==> src/rtl/crc_frame_ctrl.sv <==
`default_nettype none
// ============================================================================
//  Module   : crc_frame_ctrl
//  Purpose  : Frame-level controller for an 8-bit bit-serial CRC engine.
//             Buffers a whole frame received over a valid/ready byte
//             handshake. It then reseeds the engine and streams the frame
//             LSB-first with no gaps in eng_active. Finally it collects the
//             8 serial CRC bits into a byte, and gives up after a bounded
//             wait for the engine to respond.
//  Ports    : clk, rst           - clock, synchronous active-high reset
//             start, frame_len   - frame request and byte count (IDLE only)
//             din, din_valid,
//             din_ready          - byte input handshake
//             busy               - high whenever not IDLE
//             eng_rst, eng_data,
//             eng_active         - drive the engine's reset / data / frame
//             eng_crc, eng_valid - serial CRC returned by the engine
//             crc_out, crc_valid - completed CRC byte and its update pulse
//             err                - pulse when the engine fails to respond
//  Revision : 1.0 - initial release
// ============================================================================
module crc_frame_ctrl #(
    parameter int LEN_W   = 4,
    parameter int TIMEOUT = 16
) (
    input  logic             clk,
    input  logic             rst,
    input  logic             start,
    input  logic [LEN_W-1:0] frame_len,
    input  logic [7:0]       din,
    input  logic             din_valid,
    output logic             din_ready,
    output logic             busy,
    output logic             eng_rst,
    output logic             eng_data,
    output logic             eng_active,
    input  logic             eng_crc,
    input  logic             eng_valid,
    output logic [7:0]       crc_out,
    output logic             crc_valid,
    output logic             err
);

    localparam int c_DEPTH = 1 << LEN_W;
    localparam int c_TW    = $clog2(TIMEOUT + 1);

    typedef enum logic [2:0] {
        S_IDLE    = 3'd0,
        S_LOAD    = 3'd1,
        S_SEED    = 3'd2,
        S_STREAM  = 3'd3,
        S_COLLECT = 3'd4
    } state_t;

    state_t           r_state;
    logic [LEN_W-1:0] r_len;
    logic [LEN_W-1:0] r_wptr;
    logic [LEN_W-1:0] r_byte;     // byte currently on eng_data
    logic [2:0]       r_bit;      // bit currently on eng_data
    logic [2:0]       r_rx_cnt;   // CRC bits received so far
    logic [7:0]       r_crc_sr;
    logic [c_TW-1:0]  r_tcnt;
    logic [7:0]       r_buf [c_DEPTH];

    logic [LEN_W-1:0] w_len_m1;
    logic             w_last_bit;
    logic [LEN_W-1:0] w_next_byte;
    logic [2:0]       w_next_bit;
    logic [7:0]       w_sr_next;
    logic [c_TW-1:0]  w_tcnt_next;

    assign w_len_m1    = r_len - LEN_W'(1);
    assign w_last_bit  = (r_byte == w_len_m1) && (r_bit == 3'd7);
    assign w_next_bit  = r_bit + 3'd1;
    assign w_next_byte = (r_bit == 3'd7) ? r_byte + LEN_W'(1) : r_byte;
    // First received CRC bit ends up in bit 0 after eight shifts.
    assign w_sr_next   = {eng_crc, r_crc_sr[7:1]};
    assign w_tcnt_next = r_tcnt + c_TW'(1);

    always_ff @(posedge clk) begin
        if (rst) begin
            r_state    <= S_IDLE;
            r_len      <= '0;
            r_wptr     <= '0;
            r_byte     <= '0;
            r_bit      <= '0;
            r_rx_cnt   <= '0;
            r_crc_sr   <= '0;
            r_tcnt     <= '0;
            din_ready  <= 1'b0;
            busy       <= 1'b0;
            eng_rst    <= 1'b1;     // keep the engine in reset with us
            eng_data   <= 1'b0;
            eng_active <= 1'b0;
            crc_out    <= 8'h00;
            crc_valid  <= 1'b0;
            err        <= 1'b0;
        end else begin
            // Single-cycle pulses default low.
            eng_rst   <= 1'b0;
            crc_valid <= 1'b0;
            err       <= 1'b0;

            case (r_state)
                S_IDLE: begin
                    if (start && (frame_len != '0)) begin
                        r_len     <= frame_len;
                        r_wptr    <= '0;
                        busy      <= 1'b1;
                        din_ready <= 1'b1;
                        r_state   <= S_LOAD;
                    end
                end

                S_LOAD: begin
                    // din_ready is high for the whole of LOAD, so din_valid
                    // alone marks a handshake here.
                    if (din_valid) begin
                        r_buf[r_wptr] <= din;
                        r_wptr        <= r_wptr + LEN_W'(1);
                        if (r_wptr == w_len_m1) begin
                            din_ready <= 1'b0;
                            eng_rst   <= 1'b1;
                            r_state   <= S_SEED;
                        end
                    end
                end

                S_SEED: begin
                    // Present the first bit together with eng_active so the
                    // stream starts with no bubble.
                    r_byte     <= '0;
                    r_bit      <= '0;
                    eng_active <= 1'b1;
                    eng_data   <= r_buf[0][0];
                    r_state    <= S_STREAM;
                end

                S_STREAM: begin
                    if (w_last_bit) begin
                        eng_active <= 1'b0;
                        eng_data   <= 1'b0;
                        r_tcnt     <= '0;
                        r_rx_cnt   <= '0;
                        r_state    <= S_COLLECT;
                    end else begin
                        r_byte   <= w_next_byte;
                        r_bit    <= w_next_bit;
                        eng_data <= r_buf[w_next_byte][w_next_bit];
                    end
                end

                S_COLLECT: begin
                    r_tcnt <= w_tcnt_next;
                    // A completing eighth bit wins over a timeout in the
                    // same cycle.
                    if (eng_valid && (r_rx_cnt == 3'd7)) begin
                        r_crc_sr  <= w_sr_next;
                        crc_out   <= w_sr_next;
                        crc_valid <= 1'b1;
                        busy      <= 1'b0;
                        r_state   <= S_IDLE;
                    end else begin
                        if (eng_valid) begin
                            r_crc_sr <= w_sr_next;
                            r_rx_cnt <= r_rx_cnt + 3'd1;
                        end
                        if (w_tcnt_next == c_TW'(TIMEOUT)) begin
                            err     <= 1'b1;
                            busy    <= 1'b0;
                            r_state <= S_IDLE;
                        end
                    end
                end

                default: begin
                    busy       <= 1'b0;
                    din_ready  <= 1'b0;
                    eng_active <= 1'b0;
                    r_state    <= S_IDLE;
                end
            endcase
        end
    end

endmodule
`default_nettype wire

==> config.mk <==
export PLATFORM = sky130hd
export DESIGN_NAME = crc_frame_ctrl
export DESIGN_NICKNAME = d
export VERILOG_FILES = /design/src/rtl/crc_frame_ctrl.sv
export SDC_FILE = /design/constraint.sdc
export NUM_CORES = 1
export LEC_CHECK = 0
export BUFFER_PORTS_ARGS = -buffer_cell sky130_fd_sc_hd__buf_4
export CORE_MARGIN = 2
export CORE_UTILIZATION = 45
export DETAILED_ROUTE_END_ITERATION = 7
export GPL_TIMING_DRIVEN = 0
export PLACE_DENSITY = 0.68
export SYNTH_ARGS = -nofsm -noshare
export SYNTH_HDL_FRONTEND = slang
export SYNTH_SLANG_ARGS = --single-unit
==> constraint.sdc <==
create_clock -name clk -period 2.8 [get_ports clk]
set_clock_uncertainty 0.2 [all_clocks]
set_input_delay 0.28 -clock clk [delete_from_list [all_inputs] [get_ports clk]]
set_output_delay 0.28 -clock clk [all_outputs]
set_load 0.01 [all_outputs]
After elaboration in Yosys (flattened, before gate mapping)
Memories as Yosys holds them, arrays and structs flattened.
Index checks and enable logic that the tools add are counted.
- word-level logic and storage cells: 115
- register bits after elaboration: 49
- RAM bits: 128
- memories kept: 1
- equal/unequal tests: 17
- bitwise logic cells: 4
- $lt $le $gt $ge: 1
- $add $sub $neg: 6
- multiplexer cells: 45
- reduce and logical (&&, ||, !) cells: 25
- memory list (name ; depth ; width ; read ports ; clocked after memory_dff ; write ports ; RTL line ; RTL):
    r_buf ; 16 ; 8 ; 2 ; 0 ; 1 ; 63 ; logic [7:0] r_buf [c_DEPTH];
- operators by type and width (operator ; count):
    3-bit 2-to-1 mux ; 10
    1-bit 2-to-1 mux ; 17
    4-bit 2-to-1 mux ; 4
    8-bit 2-to-1 mux ; 2
    4-bit one-hot mux with 2 select lines ; 2
    3-bit one-hot mux with 5 select lines ; 1
    2-bit != test, second input constant ; 7
    3-bit one-hot mux with 2 select lines ; 2
    2-bit AND reduction ; 6
    3-bit OR reduction ; 4
    5-bit one-hot mux with 2 select lines ; 1
    3-bit equality test, second input constant ; 3
    1-bit one-hot mux with 3 select lines ; 3
    4-bit by 1-bit adder with 4-bit output, second input constant ; 2
    4-bit equality test ; 2
    4-bit AND reduction ; 2
    2-bit nonzero test ; 4
    3-bit by 1-bit adder with 3-bit output, second input constant ; 2
    3-bit by 2-bit equality test with 1-bit output, second input constant ; 2
    3-bit AND reduction ; 2
    5-bit by 1-bit adder with 5-bit output, second input constant ; 1
    5-bit equality test, second input constant ; 1
    5-bit 2-to-1 mux ; 1
    5-bit AND reduction ; 1
    other kinds (11) ; 16

Depth between registers and ports, before layout
An unclocked memory read counts as a cell.
- depth after elaboration: 7
- gate-level depth with buffers: 12
- depth with buffers taken out: 9

Worst setup path after synthesis
Ideal clock, no wire load.
- kind: reg-to-reg
- start point: register r_bit[0]
- end point: register eng_data
- path buffers: 2
- clock period less this slack: 3.028 ns
- stages on the path, launching flop included: 11
- setup slack: -0.228 ns
- arrival time: 2.758 ns
- data required time: 2.530 ns
- library setup time: 0.070 ns
- cells stage by stage: dfxtp_1 ha_1 ha_1 buf_4 mux2i_4 buf_2 mux4_2 a31oi_1 o211ai_1 and4b_1 a21oi_1
- word-level cells in the longest chain between the ends: 7
- elaborated cells on any way between the ends: 9
- classes of those cells: add/sub: 1; eq/ne: 1; mux: 5; reduce/logical: 1; memory: 1
- RTL lines (what ; RTL line ; RTL):
    start: declaration ; 59 ; logic [2:0] r_bit;
    start signal: assignment ; 148 ; r_bit <= w_next_bit;
    3-bit equality test ; 73, 75 ;
    4-bit 2-to-1 mux ; 75 ; assign w_next_byte = (r_bit == 3'd7) ? r_byte + LEN_W'(1) : r_byte;
    memory 16 x 8 bit ; n/a ;
    1-bit binary-select mux with 3-bit select ; 149 ; eng_data <= r_buf[w_next_byte][w_next_bit];
    1-bit 2-to-1 mux (not written as such) ; 149 ;
    1-bit 2-to-1 mux (*) ; 140 ; if (w_last_bit) begin
    1-bit one-hot mux with 2 select lines (*) ; 104 ; case (r_state)
    end signal: assignment ; 135 ; eng_data <= r_buf[0][0];
    end signal: assignment ; 149 ;
    end: declaration ; 35 ; output logic eng_data,
Mark *: on every way between the ends. The rest lies on a longest branch, timed or not. The select of a mux whose other input is x is not followed.
A chain may end at the register's enable or synchronous reset.

Worst setup path after layout
Ends and elaborated chain as after synthesis.

==> reports/qor.yml <==
logic_synthesis:
  synth-compound-area-share: 0.0522
  syn_avg_cell_area_sq_um: 13.7
  synth.area.mux_share: 0.149
  async_flop_share: 0
  synth_xor_area_frac: 0.0226
  synth_nets: 574
  synth_cell_types: 45
  synth_fa_ha_area_frac: 0.0184
  synth_top_family_by_area: "multiplexers"
  yosysSeqAreaShare: 0.642
  synth_simple_gate_area_frac: 0.0930
  synth-seq-cells: 176
  netlist_area_sq_um: 7480
  syn-instance-count: 545
  synth-edff-count: 128
  ys_dominant_reg_cell: "edfxtp_1"
  ys_warn_count: 0
global_route:
  grt_antenna_before_repair: 0
  grt_max_degree: 18
  first_global_vias: 4566
  grt_pass1_wl_um: 24900
  grt-ovfl-total: 0
  grt_use_total: 0.188
floorplan:
  initial_core_util: 0.456
  coreArea_sq_um: 16400
  placementRows: 47
  die_w_um: 133
  ioPinCount: 33
  die_h_um: 133
  die_area_sq_um: 17700
timing:
  hold_violations: 0
  finalMaxSlewViolations: 0
  timing.final.crit_share: 1.04
  worst_pin_slew_ps: 970
  fmax_ghz: 0.342
  relSlewSlack: 0.348
  final-setup-viol-count: 1
  holdWs_ps: 134
  rsz0062_at_grt: "yes"
  fin_crit_ps: 2920
  worst_slack_ps: -120
  final.setup.tns_ps: -120
cells_and_area:
  multi_input_area_sq_um: 2690
  seq_area_sq_um: 4810
  fillCellCount: 1302
  final_cells: 858
  final_nets: 654
  utilization: 0.554
  final_cell_mix: "128 x edfxtp_1, 70 x mux2i_1, 53 x nand2_1"
  n_antenna_cell: 0
  postLayoutCellArea_sq_um: 9090
  drive_gt1_frac: 0.218
  layout_commonest_cell: "edfxtp_1"
  syn2layout_area_growth_pct: 21.5
setup_path:
  slowest_stage: "mux4_2"
  end_kind: "register"
  worst-r2r-setup-slack_ps: -120
  path_max_fanout: 6
  cp.arrival_ps: 3090
  path_delay_family: "multiplexers"
  cp_slowest_stage_delay_ps: 500
  crit_chain: "ha_4, ha_4, buf_6, xor2_4, buf_12, buf_4, mux2i_1, mux4_2, nand2b_1, a211oi_2, and4b_1, a21oi_1"
  cpMostUsedCell: "ha_4"
  cp.required_ps: 2970
  worstSetupPathType: "reg -> reg"
  startpoint_type: "register"
  path_buf_inv: 3
detailed_routing:
  via_per_inst: 5.47
  ant_nets: 0
  drt_first_pass_iters: 5
  drt-initial-drc-count: 305
  wirelength_um: 16100
  drt_drc_violations_left: 0
  vias: 4693
  routedWlPerCell_um: 18.7
placement:
  place_congestion: 0.824
  placed_area_sq_um: 8060
  dp_cells: 797
  hpwl_um: 10600
  place_ws_ps: -620
  port_buffers: 31
outcome:
  violations: "negative setup slack"
  outcome: "finished, violations left"
clock_tree:
  clkSlewWorstSetupHoldPaths_ps: 70
  cts_root_buf: "clkbuf_16"
  cts_buffers: 17
  clk-insertion-delay-late_ps: 430
  htree_levels: 4
  numClockSinks: 176
  cts.path.max_buffers: 2
  cts_tree: "done"
pwr:
  p_leak_nw: 2.97
  finalPower_mw: 5.35
  powerDensity_nw_per_um2: 589
  ir_worst_vdd_uv: 474
run:
  drv_cap: 0
min_path:
  min_path_type: "in -> reg"
==> sequential cells by signal (all words and copies together), names as in the netlist <==
register,flops
busy,1
crc_out,8
crc_valid,1
din_ready,1
eng_active,1
eng_data,1
eng_rst,1
err,1
r_bit,3
r_buf,128
r_byte,4
r_crc_sr,7
r_len,4
r_rx_cnt,3
r_state,3
r_tcnt,5
r_wptr,4
==> cell families after synthesis <==
logic type / count (synthesis)
fa+ha+maj: 11
compound gates: 65
buf+inv: 36
flops: 176
mux: 90
simple gates: 153
xor+xnor: 14
==> worst reg2reg max path, cell delays in order (launching register included) <==
cell and delay (ps):
dfxtp_4 350, ha_4 160, ha_4 150, buf_6 130, xor2_4 170, buf_12 150
buf_4 160, mux2i_1 110, mux4_2 500, nand2b_1 200, a211oi_2 230, and4b_1 220
a21oi_1 130
==> area by class of cell <==
class,instances,area share
multi-input combinational,333,0.296
tap,220,0.0303
clock inverter,14,0.0142
clock buffer,18,0.0472
timing repair buffer,61,0.0567
sequential,176,0.529
buffer,25,0.0217
inverter,11,0.00454
==> power breakdown <==
part	total (mW)	internal (mW)	switching [mW]	leakage, nW
clock network	2.23	1.17	1.06	0.264
logic	0.286	0.120	0.167	1.17
registers	2.84	2.82	0.0231	1.54
==> cells in the mapped netlist, types with 3 or more instances <==
library cell	count	area (sq um)
xor2_1	6	52.6
dfxtp_1	48	961
nor2_1	43	161
nand3_1	14	70.1
a21oi_1	31	155
clkbuf_1	14	52.6
mux4_2	16	360
nor2b_1	4	25.0
o21ai_0	9	45.0
nand4_1	3	18.8
mux2i_1	72	721
a22oi_1	10	75.1
buf_4	4	30.0
nor3b_1	3	22.5
and3_1	3	18.8
xnor2_1	5	43.8
nor3_1	13	65.1
nand2b_1	5	31.3
edfxtp_1	128	3840
ha_1	11	138
inv_1	11	41.3
buf_2	4	20.0
nand2_1	53	199
a211oi_1	3	22.5
and2_1	5	31.3
==> final timing paths <==
| kind | startpoint | to | cells past startpoint |
|---|---|---|---|
| worst max register to register | r_bit[0] | eng_data | 12 |
| worst max-delay path | r_bit[0] | eng_data | 12 |
| worst min-delay path | din_valid | r_wptr[1] | 5 |
| worst min register to register | crc_out[2] | crc_out[2] | 2 |
==> layer usage <==
metal / wire (um) / global-route usage / vias to the layer above
li1: - / - / 2199
met1: 6840 / 0.238 / 2327
met2: 8250 / 0.316 / 140
met3: 623 / 0.0360 / 27
met4: 339 / 0.0789 / 0
met5: 0 / 0 / -
==> timing repair <==
| action | in CTS | in global routing |
|---|---|---|
| gates resized for setup | 22 | 29 |
| setup endpoints to repair | 131 | 60 |
| setup buffers | 6 | 9 |
| hold buffers | 14 | 0 |
| hold endpoints to repair | 135 | 0 |
| cloned | 0 | 0 |
| pin swaps | 1 | 5 |
Power figures use the tool's default switching activity.
